--- src/rtl/frec_pkg.sv ---
// Shared clock-rate constants, standard divisors and one-shot FSM encoding
// for the frec tick generator.
package frec_pkg;

   localparam int CLK_HZ   = 100_000_000;
   localparam int DIV_1HZ  = CLK_HZ;
   localparam int DIV_10HZ = CLK_HZ / 10;
   localparam int DIV_1KHZ = CLK_HZ / 1000;

   typedef enum logic {
      IDLE = 1'b0,
      RUN  = 1'b1
   } state_t;

endpackage

--- src/rtl/frec_div_shadow.sv ---
// Divisor shadow register: accepts runtime divisor loads, rejects zero with a
// sticky error, and flags a pending update until the top level applies it.
module frec_div_shadow
   import frec_pkg::*;
#(
   parameter int               WIDTH       = 28,
   parameter logic [WIDTH-1:0] DIV_DEFAULT = WIDTH'(DIV_1HZ)
) (
   input  logic             CLK,
   input  logic             reset,
   input  logic             div_load,
   input  logic [WIDTH-1:0] div_val,
   input  logic             apply,
   output logic [WIDTH-1:0] shadow,
   output logic             pending,
   output logic             div_err
);

   logic load_ok;
   logic load_bad;

   assign load_ok  = div_load & (div_val != '0);
   assign load_bad = div_load & (div_val == '0);

   always_ff @(posedge CLK) begin
      if (reset) begin
         shadow  <= DIV_DEFAULT;
         pending <= 1'b0;
         div_err <= 1'b0;
      end else begin
         if (load_ok) begin
            shadow <= div_val;
         end
         // A load landing on the apply cycle stays pending for the next one.
         if (load_ok) begin
            pending <= 1'b1;
         end else if (apply) begin
            pending <= 1'b0;
         end
         if (load_bad) begin
            div_err <= 1'b1;
         end
      end
   end

endmodule

--- src/rtl/frec_tick_gen.sv ---
// Free-running period counter emitting a one-cycle tick every div_active cycles,
// continuous or one-shot. Optional square output under FREC_SQUARE_OUT_EN.
module frec_tick_gen
   import frec_pkg::*;
#(
   parameter int               WIDTH       = 28,
   parameter logic [WIDTH-1:0] DIV_DEFAULT = WIDTH'(DIV_1HZ)
) (
   input  logic             CLK,
   input  logic             reset,
   input  logic             en,
   input  logic             oneshot,
   input  logic             start,
   input  logic             div_load,
   input  logic [WIDTH-1:0] div_val,
   output logic             tick,
   output logic             busy,
   output logic             div_err,
   output logic [WIDTH-1:0] count,
   output logic [WIDTH-1:0] div_active
`ifdef FREC_SQUARE_OUT_EN
   ,
   output logic             sq_out
`endif
);

   localparam logic [WIDTH-1:0] ONE = WIDTH'(1);

   state_t           state;
   state_t           state_nxt;
   logic             running;
   logic             wrap;
   logic             start_shot;
   logic             apply;
   logic             pending;
   logic [WIDTH-1:0] shadow;

   frec_div_shadow #(
      .WIDTH       (WIDTH),
      .DIV_DEFAULT (DIV_DEFAULT)
   ) u_div_shadow (
      .CLK      (CLK),
      .reset    (reset),
      .div_load (div_load),
      .div_val  (div_val),
      .apply    (apply),
      .shadow   (shadow),
      .pending  (pending),
      .div_err  (div_err)
   );

   // A shot in flight finishes as one-shot even if oneshot drops mid-period.
   assign busy       = (state == RUN);
   assign running    = busy ? en : (en & ~oneshot);
   assign wrap       = running & (count == div_active - ONE);
   assign start_shot = (state == IDLE) & oneshot & start;
   assign apply      = pending & (wrap | ~running);

   always_ff @(posedge CLK) begin
      if (reset) begin
         state <= IDLE;
      end else begin
         state <= state_nxt;
      end
   end

   always_comb begin
      // NOTE: default assigned first so no path leaves state_nxt unassigned (no latch).
      state_nxt = state;
      case (state)
         IDLE:    if (start_shot) state_nxt = RUN;
         RUN:     if (wrap)       state_nxt = IDLE;
         default: state_nxt = IDLE;
      endcase
   end

   // NOTE: non-blocking assignments so every register samples pre-edge values.
   always_ff @(posedge CLK) begin
      if (reset) begin
         count      <= '0;
         tick       <= 1'b0;
         div_active <= DIV_DEFAULT;
      end else begin
         tick <= wrap;
         if (start_shot || wrap) begin
            count <= '0;
         end else if (running) begin
            count <= count + ONE;
         end else if (apply && (shadow != div_active)) begin
            count <= '0;
         end
         if (apply) begin
            div_active <= shadow;
         end
      end
   end

`ifdef FREC_SQUARE_OUT_EN
   always_ff @(posedge CLK) begin
      if (reset) begin
         sq_out <= 1'b0;
      end else if (wrap) begin
         sq_out <= ~sq_out;
      end
   end
`endif

endmodule

--- config.mk ---
export PLATFORM = sky130hd
export DESIGN_NAME = frec_tick_gen
export DESIGN_NICKNAME = d
export VERILOG_FILES = /design/src/rtl/frec_pkg.sv /design/src/rtl/frec_div_shadow.sv /design/src/rtl/frec_tick_gen.sv
export SDC_FILE = /design/constraint.sdc
export NUM_CORES = 1
export LEC_CHECK = 0
export CORE_AREA = 5 5 80 156
export DETAILED_ROUTE_END_ITERATION = 10
export DIE_AREA = 0 0 85 161
export GPL_TIMING_DRIVEN = 0
export PLACE_DENSITY = 0.83
export SLEW_MARGIN = 0
export SYNTH_ARGS = -nofsm -noshare
export SYNTH_HDL_FRONTEND = slang
export SYNTH_SLANG_ARGS = --single-unit
--- constraint.sdc ---
create_clock -name CLK -period 3.65 [get_ports CLK]
set_input_delay 0.365 -clock CLK [delete_from_list [all_inputs] [get_ports CLK]]
set_output_delay 0.365 -clock CLK [all_outputs]
set_load 0.02 [all_outputs]
; ---- Word-level counts from Yosys, hierarchy flattened
; Index checks and enable logic that the tools add are counted.
[totals]
register_bits = 88
in_bits = 34
output_inout_bits = 59
elab_cells = 37
[classes]
add_sub_neg = 2
n_eq_ne = 2
n_mux = 8
n_bitwise = 11
reduce_logical = 7
[ops]
columns = operator, n
row1 = $mux W28, 2
row2 = $add A28 B1 Y28 const B, 1
row3 = $eq A28 B28 Y1, 1
row4 = $logic_not A28 Y1, 1
row5 = $ne A28 B28 Y1, 1
row6 = $reduce_bool A28 Y1, 1
row7 = $sub A28 B1 Y28 const B, 1
row8 = $and A1 B1 Y1, 7
row9 = $mux W1, 5
row10 = $reduce_bool A2 Y1, 2
row11 = $not A1 Y1, 3
row12 = $pmux W1 S2, 1
row13 = $reduce_or A2 Y1, 1
row14 = $logic_and A1 B1 Y1, 1
row15 = $logic_or A1 B1 Y1, 1
row16 = $or A1 B1 Y1, 1

; ---- Depth between registers and ports, before layout
; Gate-level depths: netlist of run 1.
[logic_depth]
ltp_word = 9
ltp_mapped = 14
depth_no_buf = 10

; ---- Hierarchy
; From an unflattened synthesis of run 1, not the netlist that was laid out.
[hier_totals]
cells_unflattened = 624
area_unflattened_um2 = 5280.1
[modules_own_cells]
columns = module, n_inst, cells_per_inst, area_per_inst_um2
row1 = frec_tick_gen, 1, 487, 3966.3
row2 = frec_div_shadow, 1, 137, 1313.8

; ---- Worst setup path after synthesis of run 1
; OpenSTA, ideal clock, no wires.
[synth_timing]
kind = register to register
startpoint = register div_active[18]
endpoint = register div_active[13]
arrival_time_ps = 3174
t_required_ps = 3571
path_slack_ps = 397
stages_incl_launch_ff = 13
n_path_buf = 4
cell_sequence = dfxtp_1 -> clkbuf_1 -> nor4_1 -> nand3_1 -> nor4_1 -> xnor2_1 -> o2111ai_1 -> or3_4 -> buf_6 -> or2_4 -> buf_6 -> buf_12 -> a211oi_2
[synth_via]
elab_chain_len = 5
[synth_rtl]
columns = item, line_no
row1 = start: declaration, frec_tick_gen.sv:20  ; output logic [WIDTH-1:0] div_active
row2 = start signal: assignment, frec_tick_gen.sv:93  ; div_active <= shadow;
row3 = $sub A28 B1 Y28, frec_tick_gen.sv:55  ; assign wrap = running & (count == div_active - ONE);
row4 = $eq A28 B28 Y1, frec_tick_gen.sv:55
row5 = $and A1 B1 Y1, frec_tick_gen.sv:55
row6 = $or A1 B1 Y1, frec_tick_gen.sv:57  ; assign apply = pending & (wrap | ~running);
row7 = $and A1 B1 Y1, frec_tick_gen.sv:57
; Every way passes these cells.
; A chain may end at the register's enable or synchronous reset.

; ---- Worst setup path after layout of run 1
[layout_timing]
startpoint = register div_active[4]
endpoint = register div_active[21]
; Same word-level chain as after synthesis.

==> out/results.ini, run 1 <==
[clocking]
numCtsBuffers = 9
tritoncts = yes
root_buffer = clkbuf_16
cts_sinks = 88
ctsHoldBuffers = 0
htreeDepth = 3
clock_path_buffers = 2
cts.clk_slew.worst_paths_ns = 0.07
insertion_delay_ns = 0.35

[setup_path]
path_buf_inv = 5
crit_fanout = 10
crit_required_ns = 3.92
cp-start-kind = register
path_common_cell = buf_6
worstPathCellList = clkbuf_1 > nor3_2 > nand4_1 > buf_4 > nor4_1 > xnor2_1 > o2111ai_1 > or3_4 > buf_6 > or2_4 > buf_6 > buf_12 > a211oi_2
max_stage_delay_ns = 0.43
path_delay_family = simple AND/OR/NAND/NOR gates
end_kind = register
crit_slowest_cell = or3_4
arrival_ns = 3.75
crit_type = reg2reg

[run_status]
status = finished clean

[final_layout]
design_area_sq_mm = 0.007518
area_growth_pct = 24.85
final_nets = 909
num-fill-cells = 976
layout_commonest_cell = clkdlybuf4s50_1
stdcell_count = 1020
final_cell_mix = 91 x clkdlybuf4s50_1, 88 x dfxtp_1, 67 x nor3_1
utilization = 0.6744
antenna_cells = 0
layout-drive-gt1-share = 0.1002

[routing]
drc = 0
avgViaCountPerCell = 6.387
via_count = 6515
routed_wl_microns = 19790
postRouteAntennaNets = 0
detail_route.wl_per_cell_microns = 19.40
drt_first_pass_iters = 6
drtIter0Drc = 605

[yosys]
async_reset_ff_frac = 0
synth_area_leaders = dfxtp_1 29%, nor3_1 5.7%, xor2_1 4.8%, xnor2_1 4.1%, nor2_1 4.1%
ys_types = 65
synth_top_area_frac = 0.2925
yosysSeqAreaShare = 0.2925
syn_inst = 769
yosysTopAreaCell = dfxtp_1
synth.avg_cell_area_sq_um = 7.831
ys_seq_elements = 88
synth_edf_count = 0
synthFlopType = dfxtp_1
synthesis.nets = 805
synth_area_sq_mm = 0.006022
yosysWarnings = 0

[run]
cap_viol_max_count = 0

[timing]
clock.fmax_ghz = 0.2870
holdWs_ns = 0.4800
period_needed_ns = 3.484
fin_skew_ns = 0.009850
fin_ws_ns = 0.1655
relSlewSlack = 0.4062
setup_tns_ns = 0
max_slew.worst_pin.slew_ns = 0.8889
hold_viol_final = 0
finalCritPeriodShare = 0.9547
rsz0062_at_grt = no
setup_viol = 0
drv_slew = 0

[placement]
dp.cells = 1002
port_buffers = 91
placed_cell_area_sq_mm = 0.007111
dp_hpwl_microns = 14620
gp_congestion = 0.9425
pre_cts_ws_ns = -0.2348

[global_routing]
grt_pass1_vias = 6290
antenna_found_initial = 0
track_usage = 0.2846
grt_pass1_wl_microns = 31580
overflow = 0
grt_max_degree = 19

[die]
die_area_sq_mm = 0.01369
num_io_pins = 93
rows = 55
start_util = 0.5402
die_y_microns = 161
die_w_microns = 85
core_area_sq_mm = 0.01115

[pwr]
irDropWorstVdd_mv = 0.3664
power.leakage_nw = 2.522
fin_total_pwr_mw = 2.457
power.density_mw_per_mm2 = 326.8

[min_path]
hold_path_class = reg2reg

==> synthesized netlist by cell type (12+ instances only) <==
library cell,number
o311ai_1,16
a21oi_1,27
dfxtp_1,88
clkbuf_1,61
inv_1,18
o21ai_0,30
xor2_1,33
nor3_1,68
nor2_1,65
nand2_1,59
nand4_1,17
mux2_2,12
o32ai_1,15
mux2i_1,17
nor3b_1,27
or3b_2,12
nor4_1,22
nand3_1,23
xnor2_1,28
==> kinds of logic (layout without fill, tap and decap cells) <==
family / Yosys count / count (layout) / share of synthesized area
muxes: 30 / 30 / 0.05444
AOI/OAI and AO/OA: 141 / 141 / 0.1706
buffers and inverters: 95 / 204 / 0.06856
adders and majority gates: 2 / 2 / 0.004155
xor gates and xnor gates: 62 / 62 / 0.09142
DFF: 88 / 88 / 0.2925
and+or+nand+nor: 351 / 351 / 0.3183
==> what timing repair did <==
item                       in CTS  in global routing
setup endpoints to repair      52                 57
resized for setup               7                 13
pin swaps                       0                  2
setup buffers                   1                  1
==> flip-flops by register name, summed over array words and instances (netlist names) <==
| signal | flops |
|---|---|
| tick | 1 |
| count | 28 |
| u_div_shadow.pending | 1 |
| busy | 1 |
| div_active | 28 |
| u_div_shadow.shadow | 28 |
| u_div_shadow.div_err | 1 |
==> power breakdown <==
group	switching [mW]	leakage [nW]	internal [mW]	total, mW
Combinational	0.242	1.65	0.168	0.410
Clock	0.458	0.157	0.554	1.01
Sequential	0.0416	0.718	0.994	1.04
Total	0.742	2.52	1.72	2.46
==> final timing paths <==
kind / startpoint / endpoint / slack (ns) / depth (start not counted)
max reg2reg: div_active[4]$_SDFFE_PP0P_ / div_active[21]$_SDFFE_PP1P_ / 0.17 / 13
max: div_active[4]$_SDFFE_PP0P_ / div_active[21]$_SDFFE_PP1P_ / 0.17 / 13
min: u_div_shadow.div_err$_SDFFE_PP0P_ / u_div_shadow.div_err$_SDFFE_PP0P_ / 0.48 / 2
min reg2reg: u_div_shadow.div_err$_SDFFE_PP0P_ / u_div_shadow.div_err$_SDFFE_PP0P_ / 0.48 / 2
==> layout make-up <==
| cell class | count | area, sq um | share of cell area |
|---|---|---|---|
| multi-input combinational | 586 | 3914 | 0.5206 |
| clock inverter | 7 | 90.09 | 0.01198 |
| tap | 142 | 177.7 | 0.02363 |
| timing repair buffer | 93 | 925.9 | 0.1231 |
| inverter | 18 | 67.56 | 0.008987 |
| clock buffer | 9 | 225.2 | 0.02996 |
| buffer | 77 | 356.6 | 0.04743 |
| sequential | 88 | 1762 | 0.2343 |
==> worst reg2reg max path: stages, from the launching register on <==
cell and delay (ns):
dfxtp_1 0.31, clkbuf_1 0.24, nor3_2 0.40, nand4_1 0.15, buf_4 0.19, nor4_1 0.41, xnor2_1 0.19, o2111ai_1 0.15
or3_4 0.43, buf_6 0.16, or2_4 0.26, buf_6 0.16, buf_12 0.16, a211oi_2 0.20
==> layer usage <==
layer  share of wire  vias up  GRT usage
met2            0.49      353     0.4844
met1            0.38     3039     0.3433
met5               0        -          0
li1                -     3029          -
met3           0.070       94    0.03267
met4           0.060        0     0.1542
Note: power is estimated with default switching activity, not from simulation.
==> inputs of run 2 (changes only) <==
Settings changed: ABC_AREA set to 1, CORE_AREA 5 5 80 156 to 5 5 79 153, DIE_AREA 0 0 85 161 to 0 0 84 158, PLACE_DENSITY 0.83 to 0.82.
==> out/results.ini, run 2 <==
[setup_path]
crit_slowest_cell = dfxtp_1
arrival_ns = 2.98  ; -0.77 ns
path_common_cell = nor2_1
regToRegSetupSlack_ns = 0.91  ; +0.75 ns
crit_required_ns = 3.89  ; -0.03 ns
max_stage_delay_ns = 0.40  ; -0.03 ns
crit_fanout = 10  ; unchanged
worstPathCellList = inv_1 > ha_1 > nand3_4 > nor2_4 > nand2_2 > nor2_4 > nand2_1 > nand2_1 > inv_1 > nor2_1 > nand2_1 > nor2_1 > nand3_2 > nor2_1 > nor2_2 > nand2_4 > buf_6 > nor2_1
worst-r2r-cell-count = 18  ; +5
reg2reg_from = div_active[1]$_SDFFE_PP0P_
cp-start-kind = register
path_delay_family = simple AND/OR/NAND/NOR gates
path_buf_inv = 3  ; -2
end_kind = register
r2r-end = count[20]$_SDFFE_PP0P_
crit_type = reg2reg

[run_status]
status = finished clean

[global_routing]
grt_use_met1 = 0.2644  ; -0.07891
grt_use_met2 = 0.5841  ; +0.09971
overflow = 0  ; unchanged
busiest_layer = met2
grtUsageMet3 = 0.03646  ; +0.003789
antenna_found_initial = 0  ; unchanged
grt_max_degree = 17  ; -2
grt_pass1_vias = 6296  ; +0.095%
grt_pass1_wl_microns = 30910  ; -2.1%
track_usage = 0.3004  ; +0.01573

[timing]
setup_tns_ns = 0  ; unchanged
drv_slew = 0  ; unchanged
holdWs_ns = 0.4838  ; +0.003879 ns
fin_skew_ns = 0.008866  ; -0.0009842 ns
relSlewSlack = 0.4748  ; +0.06858
finalCritPeriodShare = 0.7499  ; -0.2047
max_slew.worst_pin.slew_ns = 0.7826  ; -0.1063 ns
period_needed_ns = 2.737  ; -0.7472 ns
setup_viol = 0  ; unchanged
clock.fmax_ghz = 0.3653  ; +27%
rsz0062_at_grt = no
hold_viol_final = 0  ; unchanged

[routing]
avgViaCountPerCell = 5.433  ; -15%
drc = 0  ; unchanged
via_count = 6221  ; -4.5%
detail_route.wl_per_cell_microns = 17.12  ; -12%
drtIter0Drc = 332  ; -45%
routed_wl_microns = 19600  ; -0.96%
postRouteAntennaNets = 0  ; unchanged
drt_first_pass_iters = 4  ; -2

[final_layout]
layout_commonest_cell = nand2_1
final_nets = 1036  ; +14%
area_growth_pct = 24.66
num-fill-cells = 1049  ; +7.5%
top_regs = count: 28 flops, div_active: 28 flops, u_div_shadow.shadow: 28 flops
design_area_sq_mm = 0.007072  ; -5.9%
multi_input_comb_area_sq_mm = 0.003304  ; -16%
layout-drive-gt1-share = 0.05274  ; -0.04749
seqCellArea_sq_mm = 0.001762  ; unchanged
final_cell_mix = 207 x nand2_1, 128 x nor2_1, 100 x inv_1
antenna_cells = 0  ; unchanged

[die]
core_area_sq_mm = 0.01081  ; -3.0%
die_y_microns = 158  ; -1.9%
die_area_sq_mm = 0.01327  ; -3.0%
rows = 54  ; -1.8%
num_io_pins = 93  ; unchanged
start_util = 0.5248  ; -0.01541
die_w_microns = 84  ; -1.2%

[pwr]
power.density_mw_per_mm2 = 363.4  ; +11%
irDropWorstVdd_mv = 0.3261  ; -11%
power.leakage_nw = 2.808  ; +11%

[clocking]
insertion_delay_ns = 0.35  ; about the same
cts_resized = 0  ; -7
tritoncts = yes
root_buffer = clkbuf_16
numCtsBuffers = 9  ; unchanged
cts.clk_slew.worst_paths_ns = 0.07  ; about the same
clock_path_buffers = 2  ; unchanged
htreeDepth = 3  ; unchanged
cts_setup_buffers = 0  ; -1
ctsHoldBuffers = 0  ; unchanged
cts_sinks = 88  ; unchanged

[min_path]
holdPathEnd = u_div_shadow.div_err$_SDFFE_PP0P_
hold_path_class = reg2reg
worstHoldStart = u_div_shadow.div_err$_SDFFE_PP0P_
worstHoldPathCells = 2  ; unchanged

[yosys]
synthesis.nets = 933  ; +16%
yosysWarnings = 0  ; unchanged
synth_area_leaders = dfxtp_1 31%, nand2_1 14%, nand3_1 8.5%, nor2_1 8.5%, inv_1 6.6%
synthFlopType = dfxtp_1
syn_inst = 897  ; +17%
synth.avg_cell_area_sq_um = 6.324  ; -19%
ys_seq_elements = 88  ; unchanged
synth_common_cells = 207 x nand2_1, 128 x nor2_1, 100 x inv_1
yosysMostFrequentCell = nand2_1
async_reset_ff_frac = 0  ; unchanged
ys_types = 38  ; -42%
yosysTopAreaCell = dfxtp_1
synth_area_sq_mm = 0.005673  ; -5.8%
synth_top_area_frac = 0.3105  ; +0.01800
synth_edf_count = 0  ; unchanged
yosysSeqAreaShare = 0.3105  ; +0.01800

[run]
cap_viol_max_count = 0  ; unchanged

[placement]
placed_cell_area_sq_mm = 0.006769  ; -4.8%
dp_hpwl_microns = 15590  ; +6.6%
port_buffers = 92  ; +1.1%
gp_congestion = 0.9833  ; +4.3%

==> run 2: cell count changes in the layout (fill, tap and decap cells not counted), sizes merged, moves of 17 or more <==
cell / previous run / this run
nor2: 65 / 137
nand2: 59 / 212
o21ai: 30 / 48
clkbuf: 70 / 40
o311ai: 17 / 0
inv: 24 / 110
nor3b: 27 / 1
nand3: 23 / 98
nor3: 71 / 10
mux2i: 17 / 0
==> run 2: cells by family after synthesis <==
family,synth area share
buffers and inverters,0.1070
adder cells (fa/ha/maj),0.004410
flip-flops,0.3105
AO/OA/AOI/OAI,0.09263
XOR/XNOR,0.09153
AND/OR/NAND/NOR,0.3939
==> run 2: metrics by stage <==
stage	setup slack, ns	instances	total power, mW	utilization
floorplan	1.372	897	1.407	-
global placement	0.7805	1129	1.606	0.6262
detailed placement	0.7662	1129	1.613	0.6262
CTS	0.9217	1145	2.561	0.6542
global route	0.6470	1145	2.666	0.6542
finish	0.9127	1145	2.570	0.6542
==> run 2: worst reg2reg max path, delay by kind of cell (launching register included) <==
family	cells	cell delay [ns]
fa+ha+maj	1	0.23
buf+inv	3	0.30
simple gates	14	1.68
flops	1	0.40
==> run 2: per-layer routing <==
metal  share of wire  up-vias
li1                -     3097
met1            0.32     2807
met2            0.54      221
met3           0.043       96
met4           0.088        0
met5               0        -
==> run 2: how the worst max path moves through the flow <==
stage,end,slack [ns],depth (start not counted),startpoint
floorplan,count[11]$_SDFFE_PP0P_,1.37,18,div_active[0]$_SDFFE_PP0P_
global placement,u_div_shadow.shadow[6]$_SDFFE_PP0P_,0.78,9,div_val[12]
detailed placement,u_div_shadow.shadow[12]$_SDFFE_PP0P_,0.77,9,div_val[12]
CTS,count[17]$_SDFFE_PP0P_,0.92,18,div_active[1]$_SDFFE_PP0P_
global route,count[21]$_SDFFE_PP0P_,0.65,11,div_active[14]$_SDFFE_PP1P_
finish,count[20]$_SDFFE_PP0P_,0.91,18,div_active[1]$_SDFFE_PP0P_
==> run 2: area by class of cell <==
| class | instances | share of cell area |
|---|---|---|
| buffer | 41 | 0.02849 |
| clock buffer | 10 | 0.03238 |
| clock inverter | 6 | 0.01044 |
| inverter | 108 | 0.05732 |
| multi-input combinational | 660 | 0.4673 |
| sequential | 88 | 0.2491 |
| tap | 140 | 0.02477 |
| timing repair buffer | 92 | 0.1302 |
==> run 2: power breakdown <==
group,switching (mW),leakage (nW),internal (mW),total (mW)
clock,0.429,0.142,0.541,0.970
sequential,0.0661,0.722,1.01,1.07
combinational,0.320,1.94,0.207,0.527
total,0.815,2.81,1.75,2.57
==> inputs of run 3 (changes only) <==
Clock period 3.65 ns to 2.6 ns, I/O delays scaled along.
==> out/results.ini, run 3 (synthesized netlist as in run 2, its figures left out) <==
[routing]
postRouteAntennaNets = 0  ; unchanged
avgViaCountPerCell = 5.548  ; +2.1%
drt_first_pass_iters = 7  ; +3
drc = 0  ; unchanged
via_count = 6441  ; +3.5%
routed_wl_microns = 20210  ; +3.1%
detail_route.wl_per_cell_microns = 17.41  ; +1.7%
drtIter0Drc = 395  ; +19%

[timing]
drv_slew = 0  ; unchanged
finalCritPeriodShare = 0.9683  ; +0.2183
clock.fmax_ghz = 0.3972  ; +8.7%
relSlewSlack = 0.4224  ; -0.05239
period_needed_ns = 2.518  ; -0.2198 ns
max_slew.worst_pin.slew_ns = 0.8606  ; +0.07806 ns
hold_viol_final = 0  ; unchanged
fin_skew_ns = 0.008999  ; +0.0001329 ns
setup_viol = 0  ; unchanged

[clocking]
tritoncts = yes
clock_path_buffers = 2  ; unchanged
cts.clk_slew.worst_paths_ns = 0.07  ; about the same
insertion_delay_ns = 0.35  ; about the same
root_buffer = clkbuf_16
htreeDepth = 3  ; unchanged
cts_sinks = 88  ; unchanged
numCtsBuffers = 9  ; unchanged

[setup_path]
path_buf_inv = 1  ; -2
path_delay_family = simple AND/OR/NAND/NOR gates
worstPathCellList = nor2_1 > nand2_2 > nor2_4 > nand2_1 > nand2_1 > nand2_1 > nor2_1 > nand2_1 > nor2_1 > nand2_1 > nor2_2 > nand3_4 > nor2_4 > nor2_4 > nand2_8 > clkbuf_16 > nor2_1
cp-start-kind = register
crit_type = reg2reg
end_kind = register
reg2reg_from = div_active[2]$_SDFFE_PP0P_
worst-r2r-cell-count = 17  ; -1
crit_cells = 17  ; -1
crit_slowest_cell = dfxtp_1
crit_fanout = 8  ; -2
path_common_cell = nand2_1
cp-startpoint = div_active[2]$_SDFFE_PP0P_
max_stage_delay_ns = 0.37  ; -0.03 ns
arrival_ns = 2.77  ; -0.21 ns
crit_required_ns = 2.85  ; -1.04 ns

[final_layout]
final_cell_mix = 206 x nand2_1, 114 x nor2_1, 99 x inv_1
utilization = 0.6819  ; +0.02778
final_nets = 1052  ; +1.5%
area_growth_pct = 29.95
layout-drive-gt1-share = 0.09500  ; +0.04227
layout_commonest_cell = nand2_1
top_regs = count: 28 flops, div_active: 28 flops, u_div_shadow.shadow: 28 flops
antenna_cells = 0  ; unchanged

[run]
cap_viol_max_count = 0  ; unchanged

[placement]
gp_congestion = 0.9833  ; unchanged
dp_hpwl_microns = 15590  ; unchanged
port_buffers = 92  ; unchanged

[die]
die_y_microns = 158  ; unchanged
core_area_sq_mm = 0.01081  ; unchanged
start_util = 0.5248  ; unchanged
num_io_pins = 93  ; unchanged
rows = 54  ; unchanged
die_w_microns = 84  ; unchanged
die_area_sq_mm = 0.01327  ; unchanged

[global_routing]
overflow = 0  ; unchanged
grt_max_degree = 17  ; unchanged
grt_pass1_vias = 6299  ; +0.048%
grt_pass1_wl_microns = 31110  ; +0.62%
antenna_found_initial = 0  ; unchanged
track_usage = 0.3022  ; +0.001843

[pwr]
fin_total_pwr_mw = 3.690  ; +44%
irDropWorstVdd_mv = 0.4873  ; +49%
power.density_mw_per_mm2 = 500.6  ; +38%
power.leakage_nw = 2.928  ; +4.3%

[min_path]
worstHoldStart = busy$_SDFF_PP0_
worstHoldPathCells = 2  ; unchanged
hold_path_class = reg2reg

[run_status]
status = finished clean

-- run 3: routing by layer --
metal / share of wire / track usage
met1: 0.32 / 0.2680
met2: 0.55 / 0.5940
met3: 0.047 / 0.03281
met4: 0.085 / 0.2523
met5: 0 / 0
-- run 3: final timing paths --
kind | slack (ns) | endpoint
worst max-delay path | 0.08 | count[14]$_SDFFE_PP0P_
worst min-delay path | 0.48 | busy$_SDFF_PP0_
worst max register to register | 0.08 | count[14]$_SDFFE_PP0P_
worst min register to register | 0.48 | busy$_SDFF_PP0_
-- run 3: area by class of cell --
| cell class | count | area (sq um) |
|---|---|---|
| plain buffers | 39 | 203.9 |
| inverters | 108 | 407.9 |
| well taps | 140 | 175.2 |
| fillers | 1002 | 3438 |
| clock inverters | 6 | 73.82 |
| flip-flops and latches | 88 | 1770 |
| multi-input cells | 661 | 3428 |
| repair buffers | 109 | 1084 |
| clock buffers | 10 | 229.0 |
-- run 3: per-stage QoR --
stage / TNS (ns) / hold slack (ns) / std cells / worst slack, ns / instance area [sq um]
6_report: 0 / 0.4846 / 1161 / 0.08247 / 7372
2_1_floorplan: 0 / 0.3291 / 897 / 0.3222 / 5673
5_1_grt: -0.7892 / 0.5121 / 1161 / -0.04166 / 7372
3_5_place_dp: -4.701 / 0.4753 / 1129 / -0.1788 / 6769
3_3_place_gp: -3.665 / 0.4548 / 1129 / -0.1645 / 6769
4_1_cts: 0 / 0.4853 / 1152 / 0.02311 / 7129
-- run 3: what timing repair did --
action                                  in CTS  in global routing
gates resized for setup                      4                 37
gates cloned                                 1                  3
endpoints found under the setup margin      42                 57
endpoints found under the hold margin        0                  0
buffers inserted                             6                  8
pin swaps                                    3                 14
hold buffers                                 0                  0
-- run 3: power breakdown --
group / switching (mW) / internal, mW / total [mW]
logic: 0.472 / 0.337 / 0.810
registers: 0.0979 / 1.41 / 1.51
clock network: 0.610 / 0.760 / 1.37
-- run 3: tightest hold or removal path, stage by stage (launching register included) --
cell and delay, ns:
dfxtp_1 0.33, nand2_1 0.07, nand2_1 0.04
